`src/rtl/rr_arbiter_n.sv`:
```
// Round-robin arbiter for N requesters: registered one-hot grant held while the owner keeps
// requesting, forced release after MAX_HOLD cycles when others wait. Optional macro ARB_LOCK_EN.
//   state | meaning
//   IDLE  | no owner, gnt = 0
//   OWN   | owner_q holds the resource, gnt = one-hot(owner_q)
module rr_arbiter_n #(
  parameter int N        = 4,
  parameter int MAX_HOLD = 8,
  localparam int IDW     = $clog2(N)
) (
  input  logic           clk,
  input  logic           rst,
  input  logic [N-1:0]   req,
  input  logic           lock,
  output logic [N-1:0]   gnt,
  output logic           gnt_valid,
  output logic [IDW-1:0] gnt_id
);

  localparam int CW = $clog2(MAX_HOLD + 1);
  localparam logic [0:0]    ST_IDLE = 1'b0;
  localparam logic [0:0]    ST_OWN  = 1'b1;
  localparam logic [CW-1:0] CNT_MAX = CW'(MAX_HOLD);
  localparam logic [CW-1:0] CNT_ONE = CW'(1);

  logic [0:0]     state_q, state_d;
  logic [IDW-1:0] owner_q, owner_d;
  logic [IDW-1:0] ptr_q, ptr_d;
  logic [CW-1:0]  cnt_q, cnt_d;
  logic [N-1:0]   gnt_q, gnt_d;

  logic           lock_eff;
  logic [N-1:0]   owner_oh;
  logic [N-1:0]   others;
  logic [N-1:0]   cand;
  logic           keep;
  logic           win_found;
  logic [IDW-1:0] win_idx;
  logic [IDW-1:0] scan_idx;

  function automatic logic [IDW-1:0] inc_mod(input logic [IDW-1:0] v);
    if (v == IDW'(N - 1)) return '0;
    return v + 1'b1;
  endfunction

`ifdef ARB_LOCK_EN
  assign lock_eff = lock;
`else
  assign lock_eff = lock & 1'b0;
`endif

  assign owner_oh = N'(1) << owner_q;
  assign others   = req & ~owner_oh;
  // On release the old owner is masked so the handover never re-selects it.
  assign cand     = (state_q == ST_OWN) ? others : req;
  assign keep     = (state_q == ST_OWN) && req[owner_q] &&
                    ((cnt_q < CNT_MAX) || (others == '0) || lock_eff);

  always_comb begin
    win_found = 1'b0;
    win_idx   = '0;
    scan_idx  = '0;
    for (int i = 0; i < N; i++) begin
      scan_idx = IDW'((int'(ptr_q) + i) % N);
      if (!win_found && cand[scan_idx]) begin
        win_found = 1'b1;
        win_idx   = scan_idx;
      end
    end
  end

  always_comb begin
    state_d = state_q;
    owner_d = owner_q;
    ptr_d   = ptr_q;
    cnt_d   = cnt_q;
    gnt_d   = gnt_q;
    if (keep) begin
      if (cnt_q < CNT_MAX) cnt_d = cnt_q + 1'b1;
    end else if (win_found) begin
      state_d = ST_OWN;
      owner_d = win_idx;
      ptr_d   = inc_mod(win_idx);
      cnt_d   = CNT_ONE;
      gnt_d   = N'(1) << win_idx;
    end else begin
      state_d = ST_IDLE;
      owner_d = '0;
      cnt_d   = '0;
      gnt_d   = '0;
    end
  end

  always_ff @(posedge clk or negedge rst) begin
    if (!rst) begin
      state_q <= ST_IDLE;
      owner_q <= '0;
      ptr_q   <= '0;
      cnt_q   <= '0;
      gnt_q   <= '0;
    end else begin
      state_q <= state_d;
      owner_q <= owner_d;
      ptr_q   <= ptr_d;
      cnt_q   <= cnt_d;
      gnt_q   <= gnt_d;
    end
  end

  assign gnt       = gnt_q;
  assign gnt_valid = (state_q == ST_OWN);
  assign gnt_id    = owner_q;

endmodule

```
`config.mk`:
```
export PLATFORM = sky130hd
export DESIGN_NAME = rr_arbiter_n
export DESIGN_NICKNAME = d
export VERILOG_FILES = /design/src/rtl/rr_arbiter_n.sv
export SDC_FILE = /design/constraint.sdc
export NUM_CORES = 1
export LEC_CHECK = 0
export ABC_AREA = 1
export CORE_MARGIN = 4
export CORE_UTILIZATION = 56
export CTS_CLUSTER_DIAMETER = 150
export CTS_CLUSTER_SIZE = 16
export DETAILED_ROUTE_END_ITERATION = 16
export GPL_TIMING_DRIVEN = 1
export PLACE_DENSITY = 0.79
export SYNTH_ARGS = -nofsm -noshare
export SYNTH_HDL_FRONTEND = slang
export SYNTH_SLANG_ARGS = --single-unit
```
`constraint.sdc`:
```
create_clock -name clk -period 4.4 [get_ports clk]
set_input_delay 1.32 -clock clk [delete_from_list [all_inputs] [get_ports clk]]
set_output_delay 1.32 -clock clk [all_outputs]
set_load 0.02 [all_outputs]
```
# Yosys cells after proc, flatten, opt, wreduce, memory -nomap -nowiden
# Index checks and enable logic that the tools add are counted.
# op_classes
bitwise_logic,3
add_sub_neg,5
order_cmp,6
shift,2
eq_ne,2
mux,30
n_reduce_logical,11
# ops
operator,n
$mux W4,4
$lt A2 B3 Y1 const B,5
$mux W1,14
$mux W2,7
$bmux W1 S2,5
$shl A1 B2 Y4 const A,2
$logic_and A1 B1 Y1,5
$add A2 B1 Y2 const B,2
$add A2 B2 Y2 const B,2
$add A4 B1 Y4 const B,1
$and A4 B4 Y4,1
$logic_not A4 Y1,1
$lt A4 B4 Y1 const B,1
$not A4 Y4,1
$logic_not A1 Y1,3
$eq A2 B2 Y1 const B,1
$ne A2 B1 Y1 const B,1
$reduce_and A2 Y1,1
$logic_or A1 B1 Y1,1
$not A1 Y1,1
# totals
regBits,13
output_inout_bits,7
in_bits,7
wordCells,64

# Depth between registers and ports, before layout
# Gate-level depths: netlist of the first run.
# logic_depth
depth_word,21
mapped_depth,16
mapped_depth_nobuf,16

# Worst setup path after synthesis of the first run
# Ideal clock, no wire load.
# synth_timing
path_kind,input to register
from,input port req[0]
to,register ptr_q[1]
arrival_ps,2475
slack_ps,1807
required_ps,4282
n_path_buf,0
setup_time_ps,118
stages,11
cell_sequence,o21ai_1 -> nand3_1 -> nand3_1 -> nand2_2 -> nor2_4 -> nand3_2 -> nand2_1 -> nand2_1 -> ha_1 -> nand2_1 -> o21ai_2
# synth_via
elab_chain_cells,19
word_cells_on_any_way,38
classes_between,1 x add/sub; 1 x eq/ne; 23 x mux; 2 x bitwise; 11 x reduce/logical
# synth_lines
item,line,text
"start, declared",13,"input logic [N-1:0] req,"
$and A4 B4 Y4,53,assign others = req & ~owner_oh;
$mux W4,55,assign cand = (state_q == ST_OWN) ? others : req;
$bmux W1 S2,65,if (!win_found && cand[scan_idx]) begin
$mux W1 (not written as such),65,
$mux W1,65,
$logic_not A1 Y1,65,
$logic_and A1 B1 Y1,65,
$mux W1,65,
(+3 left out),-,
$logic_not A1 Y1,65,
$logic_and A1 B1 Y1,65,
$mux W2,65,
$eq A2 B2 Y1,42,if (v == IDW'(N - 1)) return '0;
$mux W1,42,
$mux W1,80,end else if (win_found) begin
$mux W1,78,if (keep) begin
$mux W2,43,return v + 1'b1;
"end signal, assigned",104,ptr_q <= ptr_d;
"end, declared",28,"logic [IDW-1:0] ptr_q, ptr_d;"
# Several ways; a longest one is shown, not always the timed one. The select of a mux whose other input is x is not followed.
# A chain may end at the register's enable or synchronous reset.

# Worst setup path in the final report of the first run
# Same ends and word-level chain as after synthesis.

==> results of run 1 <==
[metrics by stage]
step                worst slack [ns]  area (um^2)  utilization [%]  hold WS [ns]
floorplan                       1.81          937                -         0.497
global placement                1.17         1070             69.4         0.462
detailed placement              1.09         1070             69.4         0.465
CTS                             1.37         1100             71.1         0.486
global route                    1.18         1100             71.1         0.521
finish                          1.35         1100             71.1         0.481
[cells in the final DEF (no fill, tap or decap), drive strengths merged]
master and instances:
a41oi 1, nand3 27, xor2 2, o21ai 2
inv 17, clkbuf 4, nor2 6, a31oi 1
nand4 1, o31ai 1, clkdlybuf4s50 12, dfrtp 13
ha 5, a21oi 1, nand2 58
[worst max-delay path, delay by kind of cell]
kind            cells  cell delay [ns]
fa+ha+maj           1             0.32
buf+inv             1             0.46
compound gates      2             0.21
simple gates        8             0.90
[logic make-up after synthesis]
family          after synthesis
simple gates                 92
compound gates                6
fa+ha+maj                     5
buf+inv                      18
xor+xnor                      2
flops                        13
[flip-flops by register name, indices dropped and copies added, names as in the netlist]
signal / flops
gnt_valid: 1
ptr_q: 2
gnt: 4
cnt_q: 4
gnt_id: 2
[path summary, 6_finish.rpt]
check / cells past startpoint / startpoint / endpoint
setup / recovery: 12 / req[0] / ptr_q[1]$_DFFE_PN0P_
hold / removal: 2 / gnt[2]$_DFFE_PN0N_ / gnt[2]$_DFFE_PN0N_
setup reg to reg: 13 / gnt_id[1]$_DFFE_PN0N_ / ptr_q[1]$_DFFE_PN0P_
hold reg to reg: 2 / gnt[2]$_DFFE_PN0N_ / gnt[2]$_DFFE_PN0N_
max in group asynchronous: 1 / rst / gnt_id[0]$_DFFE_PN0N_
min in group asynchronous: 1 / rst / ptr_q[0]$_DFFE_PN0P_
[per-layer routing]
metal / vias up / track usage, % / part of all wire [%]
li1: 465 / - / -
met2: 20 / 32.8 / 52
met3: 2 / 2.75 / 3.2
met1: 421 / 22.3 / 44
met5: - / 0 / 0
met4: 0 / 7.17 / 0.41
[area by class of cell]
class | count | area [um^2]
Sequential cell | 13 | 325
Clock buffer | 4 | 26.3
Tap cell | 16 | 20.0
Multi-Input combinational cell | 105 | 538
Inverter | 17 | 66.3
Timing Repair Buffer | 12 | 120
Fill cell | 120 | 445
==> flow_metrics.env, run 1 <==
export IMPL_wire_per_inst_um=11.6
export IMPL_avgSynthCellArea_um2=6.89
export IMPL_synth_commonest_cells="nand2_1 (54), nand3_1 (25), inv_1 (14), dfrtp_1 (13)"
export IMPL_slew_headroom_pct=62.6
export IMPL_cts_made_buffers=3
export IMPL_hold_viol=0
export IMPL_diodes=0
export IMPL_synth_compound_area_share_pct=4.41
export IMPL_regToRegSetupSlack_ns=2.26
export IMPL_vias=908
export IMPL_synthCells=136
export IMPL_drive_gt1_share_pct=9.93
export IMPL_synth_nets=148
export IMPL_yosys_area_share_simple_pct=43.7
export IMPL_clk_pin_slew_ns=0.08
export IMPL_critPathMaxStageDelay_ns=0.46
export IMPL_ant_nets=0
export IMPL_antenna_found_initial=0
export IMPL_num_io_pins=14
export IMPL_die_w_um=48.9
export IMPL_drt_iter0_drc=23
export IMPL_crit_type="in -> reg"
export IMPL_finalSetupViolations=0
export IMPL_routed_wl_mm=1.94
export IMPL_cp_slowest_cell="clkdlybuf4s50_1"
export IMPL_synth_mux_area_share_pct=0
export IMPL_fin_crit_ns=3.05
export IMPL_route_detailed_drc=0
export IMPL_rsz0062_at_grt="no"
export IMPL_hold_path_class="reg -> reg"
export IMPL_grt_max_degree=14
export IMPL_cp_required_ns=4.57
export IMPL_finalMaxSlewViolations=0
export IMPL_start_util_pct=60.8
export IMPL_cp_max_fo=4
export IMPL_worstPathArrival_ns=3.22
export IMPL_final_cells=167
export IMPL_synth_most_common_cell="nand2_1"
export IMPL_drt_vias_per_instance=5.44
export IMPL_synthDistinctLibCells=21
export IMPL_routabilityCongestion=0.791
export IMPL_synth_seq_cells=13
export IMPL_h_tree_depth=1
export IMPL_synth_xor_area_share_pct=2.67
export IMPL_hpwl_mm=1.57
export IMPL_period_share_pct=69.3
export IMPL_grt_pass1_vias=894
export IMPL_die_area_um2=2390
export IMPL_fmax_ghz=0.328
export IMPL_cts_setup_buffers=0
export IMPL_ys_flop_type="dfrtp_1"
export IMPL_ctsHoldBuffers=0
export IMPL_yosysTopAreaCellShare_pct=34.7
export IMPL_grt_remaining_overflow=0
export IMPL_nNetsFinal=164
export IMPL_cp_cell_sequence="clkdlybuf4s50_1 > o21ai_1 > nand3_1 > nand3_1 > nand2_2 > nor2_4 > nand3_2 > nand2_1 > nand2_1 > ha_1 > nand2_1 > o21ai_2"
export IMPL_core_area_um2=1540
export IMPL_netlist_area_um2=937
export IMPL_clk_latency_ns=0.27
export IMPL_worstMarginPinSlew_ns=0.560
export IMPL_grt_first_pass_wirelength_mm=3.63
export IMPL_cts_root_buf="clkbuf_4"
export IMPL_synth_area_leaders="dfrtp_1 (35%), nand2_1 (22%), nand3_1 (13%)"
export IMPL_cts_tree="yes"
export IMPL_cts_resized=0
export IMPL_placed_cells=163
export IMPL_synth_warnings=0
export IMPL_synth_fa_ha_area_share_pct=6.68
export IMPL_setup_tns_ns=0
export IMPL_die_y_um=48.9
export IMPL_finClkSkew_ns=0.00575
export IMPL_cpMostUsedCell="nand2_1"
export IMPL_endpoint_kind="flop"
export IMPL_async_reset_ff_share_pct=100
export IMPL_synth_edf_count=0
export IMPL_cts_sink_count=13
export IMPL_firstDrtPassIters=4
export IMPL_status="finished clean"
export IMPL_numPortBuffers=12
export IMPL_num_rows=14
export IMPL_start_kind="input port"
export IMPL_clock_path_buffers=2
export IMPL_syn_to_final_growth_pct=17.0
export IMPL_yosys_area_top_type="dfrtp_1"
export IMPL_synth_top_family_by_area="simple AND/OR/NAND/NOR gates"
export IMPL_grt_usage_pct=18.6
export IMPL_cap_viol_max_count=0
export IMPL_yosysSeqAreaShare_pct=34.7
Power of run 1 is left out: the tool's default activity adds up to more than one toggle a clock period on the data nets, which glitch-free logic cannot reach.
==> run 2, diff against run 1 <==
Settings changed: CORE_UTILIZATION 56 to 47, PLACE_DENSITY 0.79 to 0.71.
Clock period 4.4 ns to 2.6 ns, I/O delays scaled along.
==> run 2 against run 1 <==
  * Non-clock buffer count rose by 8
  * Critical endpoint unchanged
  * Worst hold slack improved by 0.0072 ns
  * Sequential cell count did not move
  * Largest cell class unchanged
==> flow_metrics.env, run 2 (same netlist as run 1, synthesis figures left out) <==
export IMPL_final_cell_mix="nand2_1 (52), nand3_1 (25), inv_1 (14), dfrtp_1 (13), clkdlybuf4s50_1 (12)"
export IMPL_die_w_um=52.7
export IMPL_routabilityCongestion=0.840
export IMPL_grt_first_pass_wirelength_mm=3.71
export IMPL_cpMostUsedCell="nand2_1"
export IMPL_cp_cell_sequence="clkdlybuf4s50_1 > nand2_1 > nand2_1 > nand2_1 > nand2_1 > nand2_1 > inv_1 > nor2_1 > nand3_2 > nand2_1 > nand2_1 > ha_1 > nand2_1 > o21ai_2"
export IMPL_utilization_pct=65.1
export IMPL_num_rows=15
export IMPL_worstReg2RegStart="ptr_q[0]$_DFFE_PN0P_"
export IMPL_fillerInstances=169
export IMPL_ant_nets=0
export IMPL_finalSetupViolations=0
export IMPL_nNetsFinal=172
export IMPL_hold_viol=0
export IMPL_grt_max_degree=14
export IMPL_worstPathArrival_ns=2.60
export IMPL_antenna_found_initial=0
export IMPL_start_kind="input port"
export IMPL_slew_headroom_pct=60.8
export IMPL_syn_to_final_growth_pct=25.2
export IMPL_cts_tree="yes"
export IMPL_cp_required_ns=2.77
export IMPL_startpoint="req[3]"
export IMPL_cts_setup_buffers=0
export IMPL_endpoint_kind="flop"
export IMPL_diodes=0
export IMPL_num_io_pins=14
export IMPL_regToRegSetupSlack_ns=0.54
export IMPL_cp_max_fo=4
export IMPL_ff_latch_area_um2=325
export IMPL_cap_viol_max_count=0
export IMPL_clk_latency_ns=0.28
export IMPL_rr_endpoint="ptr_q[1]$_DFFE_PN0P_"
export IMPL_hpwl_mm=1.64
export IMPL_cp_slowest_cell="clkdlybuf4s50_1"
export IMPL_fin_crit_ns=2.42
export IMPL_firstDrtPassIters=4
export IMPL_critPathMaxStageDelay_ns=0.44
export IMPL_fmax_ghz=0.413
export IMPL_core_area_um2=1800
export IMPL_route_detailed_drc=0
export IMPL_reg2regPathDepth=12
export IMPL_die_y_um=52.7
export IMPL_finalMaxSlewViolations=0
export IMPL_crit_type="in -> reg"
export IMPL_hold_path_class="reg -> reg"
export IMPL_cts_root_buf="clkbuf_4"
export IMPL_drt_vias_per_instance=4.93
export IMPL_clk_pin_slew_ns=0.08
export IMPL_multi_input_area_um2=543
export IMPL_numPortBuffers=12
export IMPL_period_share_pct=93.2
export IMPL_drive_gt1_share_pct=16.4
export IMPL_status="finished clean"
export IMPL_cts_sink_count=13
export IMPL_die_area_um2=2770
export IMPL_critical_path_endpoint="ptr_q[1]$_DFFE_PN0P_"
export IMPL_start_util_pct=52.0
export IMPL_h_tree_depth=1
export IMPL_cts_made_buffers=3
export IMPL_clock_path_buffers=2
export IMPL_finClkSkew_ns=0.000573
export IMPL_routed_wl_mm=2.05
export IMPL_drt_iter0_drc=16
export IMPL_vias=908
export IMPL_layout_commonest_cell="nand2_1"
export IMPL_grt_remaining_overflow=0
export IMPL_wire_per_inst_um=11.1
export IMPL_grt_usage_pct=17.3
export IMPL_grt_pass1_vias=919
export IMPL_worstMarginPinSlew_ns=0.586
==> run 2: cell count changes in the layout (fill, tap and decap cells not counted) <==
cell / previous run / this run
nand2_1: 54 / 52
buf_4: 0 / 8
clkbuf_1: 1 / 0
clkinv_2: 0 / 1
nand2_2: 4 / 6
==> run 2: through the flow <==
stage	setup slack, ns	TNS [ns]	area [um^2]	cells	hold WS [ns]
2_1_floorplan	0.547	0	937	136	0.484
3_3_place_gp	-0.0723	-0.0723	1140	180	0.464
3_5_place_dp	-0.105	-0.151	1140	180	0.471
4_1_cts	0.157	0	1170	184	0.494
5_1_grt	-0.00152	-0.00152	1170	184	0.517
6_report	0.177	0	1170	184	0.488
==> run 2: worst min path at each step <==
stage                       startpoint                   end  depth (start not counted)  slack [ns]
global placement    gnt[0]$_DFFE_PN0N_    gnt[0]$_DFFE_PN0N_                          2        0.46
finish              gnt[0]$_DFFE_PN0N_    gnt[0]$_DFFE_PN0N_                          2        0.49
detailed placement  gnt[3]$_DFFE_PN0N_    gnt[3]$_DFFE_PN0N_                          2        0.47
floorplan                          rst  cnt_q[0]$_DFFE_PN0P_                          0        0.48
global route        gnt[2]$_DFFE_PN0N_    gnt[2]$_DFFE_PN0N_                          2        0.52
CTS                 gnt[0]$_DFFE_PN0N_    gnt[0]$_DFFE_PN0N_                          2        0.49
==> run 2: cell type report <==
class,instances,area share (%)
inverter,17,5.65
clock buffer,3,1.92
multi-input combinational,105,46.3
timing repair buffer,20,15.4
tap,25,2.67
sequential,13,27.7
clock inverter,1,0.426
==> run 2: timing repair <==
| action | CTS | global route |
|---|---|---|
| setup endpoints to repair | 0 | 1 |
| gates resized for setup | 0 | 2 |
| hold buffers | 0 | 0 |
==> run 2: critical path, delay by kind of cell <==
kind | cells | cell delay, ns
AND/OR/NAND/NOR | 10 | 0.95
buffers and inverters | 2 | 0.49
adder cells (fa/ha/maj) | 1 | 0.32
AO/OA/AOI/OAI | 1 | 0.05
==> run 2: metal layers <==
metal  global-route usage, %  up-vias  wire (um)
met3                    2.28        3         74
met5                       0        -          0
met2                    30.2       17        938
met1                    22.4      412       1020
met4                    3.83        0         18
li1                        -      476          -
Power of run 2 is left out for the same reason.
==> run 3, diff against run 2 <==
Settings changed: MAX_ROUTING_LAYER set to met4.
==> run 3 against run 2 <==
  * Worst hold slack worse by 0.00086 ns
  * Setup slack better by 0.00051 ns
  * Clock skew about the same
  * Die area unchanged
  * Core utilization unchanged
  * Final area unchanged
  * Sequential share of layout area unchanged
  * Register-to-register slack about the same
  * Cell count unchanged
  * Maximum frequency about the same
  * Critical path depth unchanged
  * Critical path type unchanged
  * Critical endpoint unchanged
==> flow_metrics.env, run 3 (same netlist as run 1, synthesis figures left out) <==
export IMPL_h_tree_depth=1
export IMPL_routabilityCongestion=0.853
export IMPL_cp_max_fo=4
export IMPL_final_cell_mix="nand2_1 (52), nand3_1 (25), inv_1 (14), dfrtp_1 (13), clkdlybuf4s50_1 (12)"
export IMPL_finClkSkew_ns=0.000530
export IMPL_clock_path_buffers=2
export IMPL_cts_setup_buffers=0
export IMPL_route_detailed_drc=0
export IMPL_num_io_pins=14
export IMPL_cts_sink_count=13
export IMPL_reg2regPathDepth=12
export IMPL_fmax_ghz=0.413
export IMPL_clk_pin_slew_ns=0.08
export IMPL_clk_latency_ns=0.28
export IMPL_regToRegSetupSlack_ns=0.54
export IMPL_layout_commonest_cell="nand2_1"
export IMPL_setup_tns_ns=0
export IMPL_cp_required_ns=2.77
export IMPL_grt_pass1_vias=919
export IMPL_nNetsFinal=172
export IMPL_cts_tree="yes"
export IMPL_crit_type="in -> reg"
export IMPL_cts_resized=0
export IMPL_die_w_um=52.7
export IMPL_firstDrtPassIters=4
export IMPL_cap_viol_max_count=0
export IMPL_ctsHoldBuffers=0
export IMPL_hold_path_class="reg -> reg"
export IMPL_hold_viol=0
export IMPL_endpoint_kind="flop"
export IMPL_cpMostUsedCell="nand2_1"
export IMPL_drive_gt1_share_pct=16.4
export IMPL_final_setup_worst_slack_ns=0.178
export IMPL_worstPathArrival_ns=2.60
export IMPL_grt_usage_pct=17.7
export IMPL_syn_to_final_growth_pct=25.2
export IMPL_drt_iter0_drc=16
export IMPL_num_rows=15
export IMPL_grt_max_degree=14
export IMPL_critPathMaxStageDelay_ns=0.44
export IMPL_multi_input_area_um2=543
export IMPL_cp_cell_sequence="clkdlybuf4s50_1 > nand2_1 > nand2_1 > nand2_1 > nand2_1 > nand2_1 > inv_1 > nor2_1 > nand3_2 > nand2_1 > nand2_1 > ha_1 > nand2_1 > o21ai_2"
export IMPL_start_kind="input port"
export IMPL_rr_endpoint="ptr_q[1]$_DFFE_PN0P_"
export IMPL_start_util_pct=52.0
export IMPL_fin_crit_ns=2.42
export IMPL_cts_made_buffers=3
export IMPL_die_area_um2=2770
export IMPL_fillerInstances=169
export IMPL_period_share_pct=93.2
export IMPL_ant_nets=0
export IMPL_design_area_um2=1170
export IMPL_routed_wl_mm=2.05
export IMPL_diodes=0
export IMPL_preCtsSetupSlack_ns=-0.105
export IMPL_min_to="gnt[0]$_DFFE_PN0N_"
export IMPL_numPortBuffers=12
export IMPL_hold_depth=2
export IMPL_cp_slowest_cell="clkdlybuf4s50_1"
export IMPL_slew_headroom_pct=60.7
export IMPL_finalSetupViolations=0
export IMPL_status="finished clean"
export IMPL_hold_start="gnt[0]$_DFFE_PN0N_"
export IMPL_worstReg2RegStart="ptr_q[0]$_DFFE_PN0P_"
export IMPL_grt_remaining_overflow=0
export IMPL_antenna_found_initial=0
export IMPL_grt_first_pass_wirelength_mm=3.71
export IMPL_cts_root_buf="clkbuf_4"
export IMPL_critPathTopFamily="simple AND/OR/NAND/NOR gates"
export IMPL_worstMarginPinSlew_ns=0.587
export IMPL_wire_per_inst_um=11.2
export IMPL_finalMaxSlewViolations=0
export IMPL_hpwl_mm=1.64
export IMPL_place_area_um2=1140
export IMPL_worstPathBufferInverterCount=2
export IMPL_die_y_um=52.7
export IMPL_ff_latch_area_um2=325
export IMPL_timing_hold_ws_ns=0.488
export IMPL_drt_vias_per_instance=4.95
export IMPL_vias=911
export IMPL_core_area_um2=1800
[run 3: cell counts in the layout (fill, tap and decap cells not counted)]
Identical to the previous run, type by type.
[run 3: cell type report]
type                            instances  area share [%]
Clock inverter                          1           0.426
Clock buffer                            3            1.92
Sequential cell                        13            27.7
Timing Repair Buffer                   20            15.4
Inverter                               17            5.65
Multi-Input combinational cell        105            46.3
Tap cell                               25            2.67
[run 3: worst min-delay path: cells and delay by family, from the launching register on]
kind / cells / cell delay (ns)
simple gates: 2 / 0.10
flops: 1 / 0.35
[run 3: metal layers]
layer	GRT usage [%]	wire length [um]	up-vias	share of wire [%]
met2	30.2	942	17	46
met3	1.99	66	3	3.2
met4	3.83	18	0	0.88
met5	-	0	-	0
li1	-	-	476	-
met1	22.6	1030	415	50
[run 3: stage by stage]
stage / util [%] / cells
2_1_floorplan: - / 136
3_3_place_gp: 63.3 / 180
3_5_place_dp: 63.3 / 180
4_1_cts: 64.9 / 184
5_1_grt: 65.1 / 184
6_report: 65.1 / 184
[run 3: worst max-delay path by stage]
stage | from | endpoint | slack (ns) | cells past startpoint
2_1_floorplan | req[0] | ptr_q[1]$_DFFE_PN0P_ | 0.55 | 11
3_3_place_gp | req[3] | ptr_q[1]$_DFFE_PN0P_ | -0.07 | 14
3_5_place_dp | req[3] | ptr_q[1]$_DFFE_PN0P_ | -0.10 | 14
5_1_grt | req[2] | ptr_q[1]$_DFFE_PN0P_ | -0.002 | 14
4_1_cts | req[3] | ptr_q[1]$_DFFE_PN0P_ | 0.16 | 14
6_report | req[3] | ptr_q[1]$_DFFE_PN0P_ | 0.18 | 14
Power of run 3 is left out for the same reason.
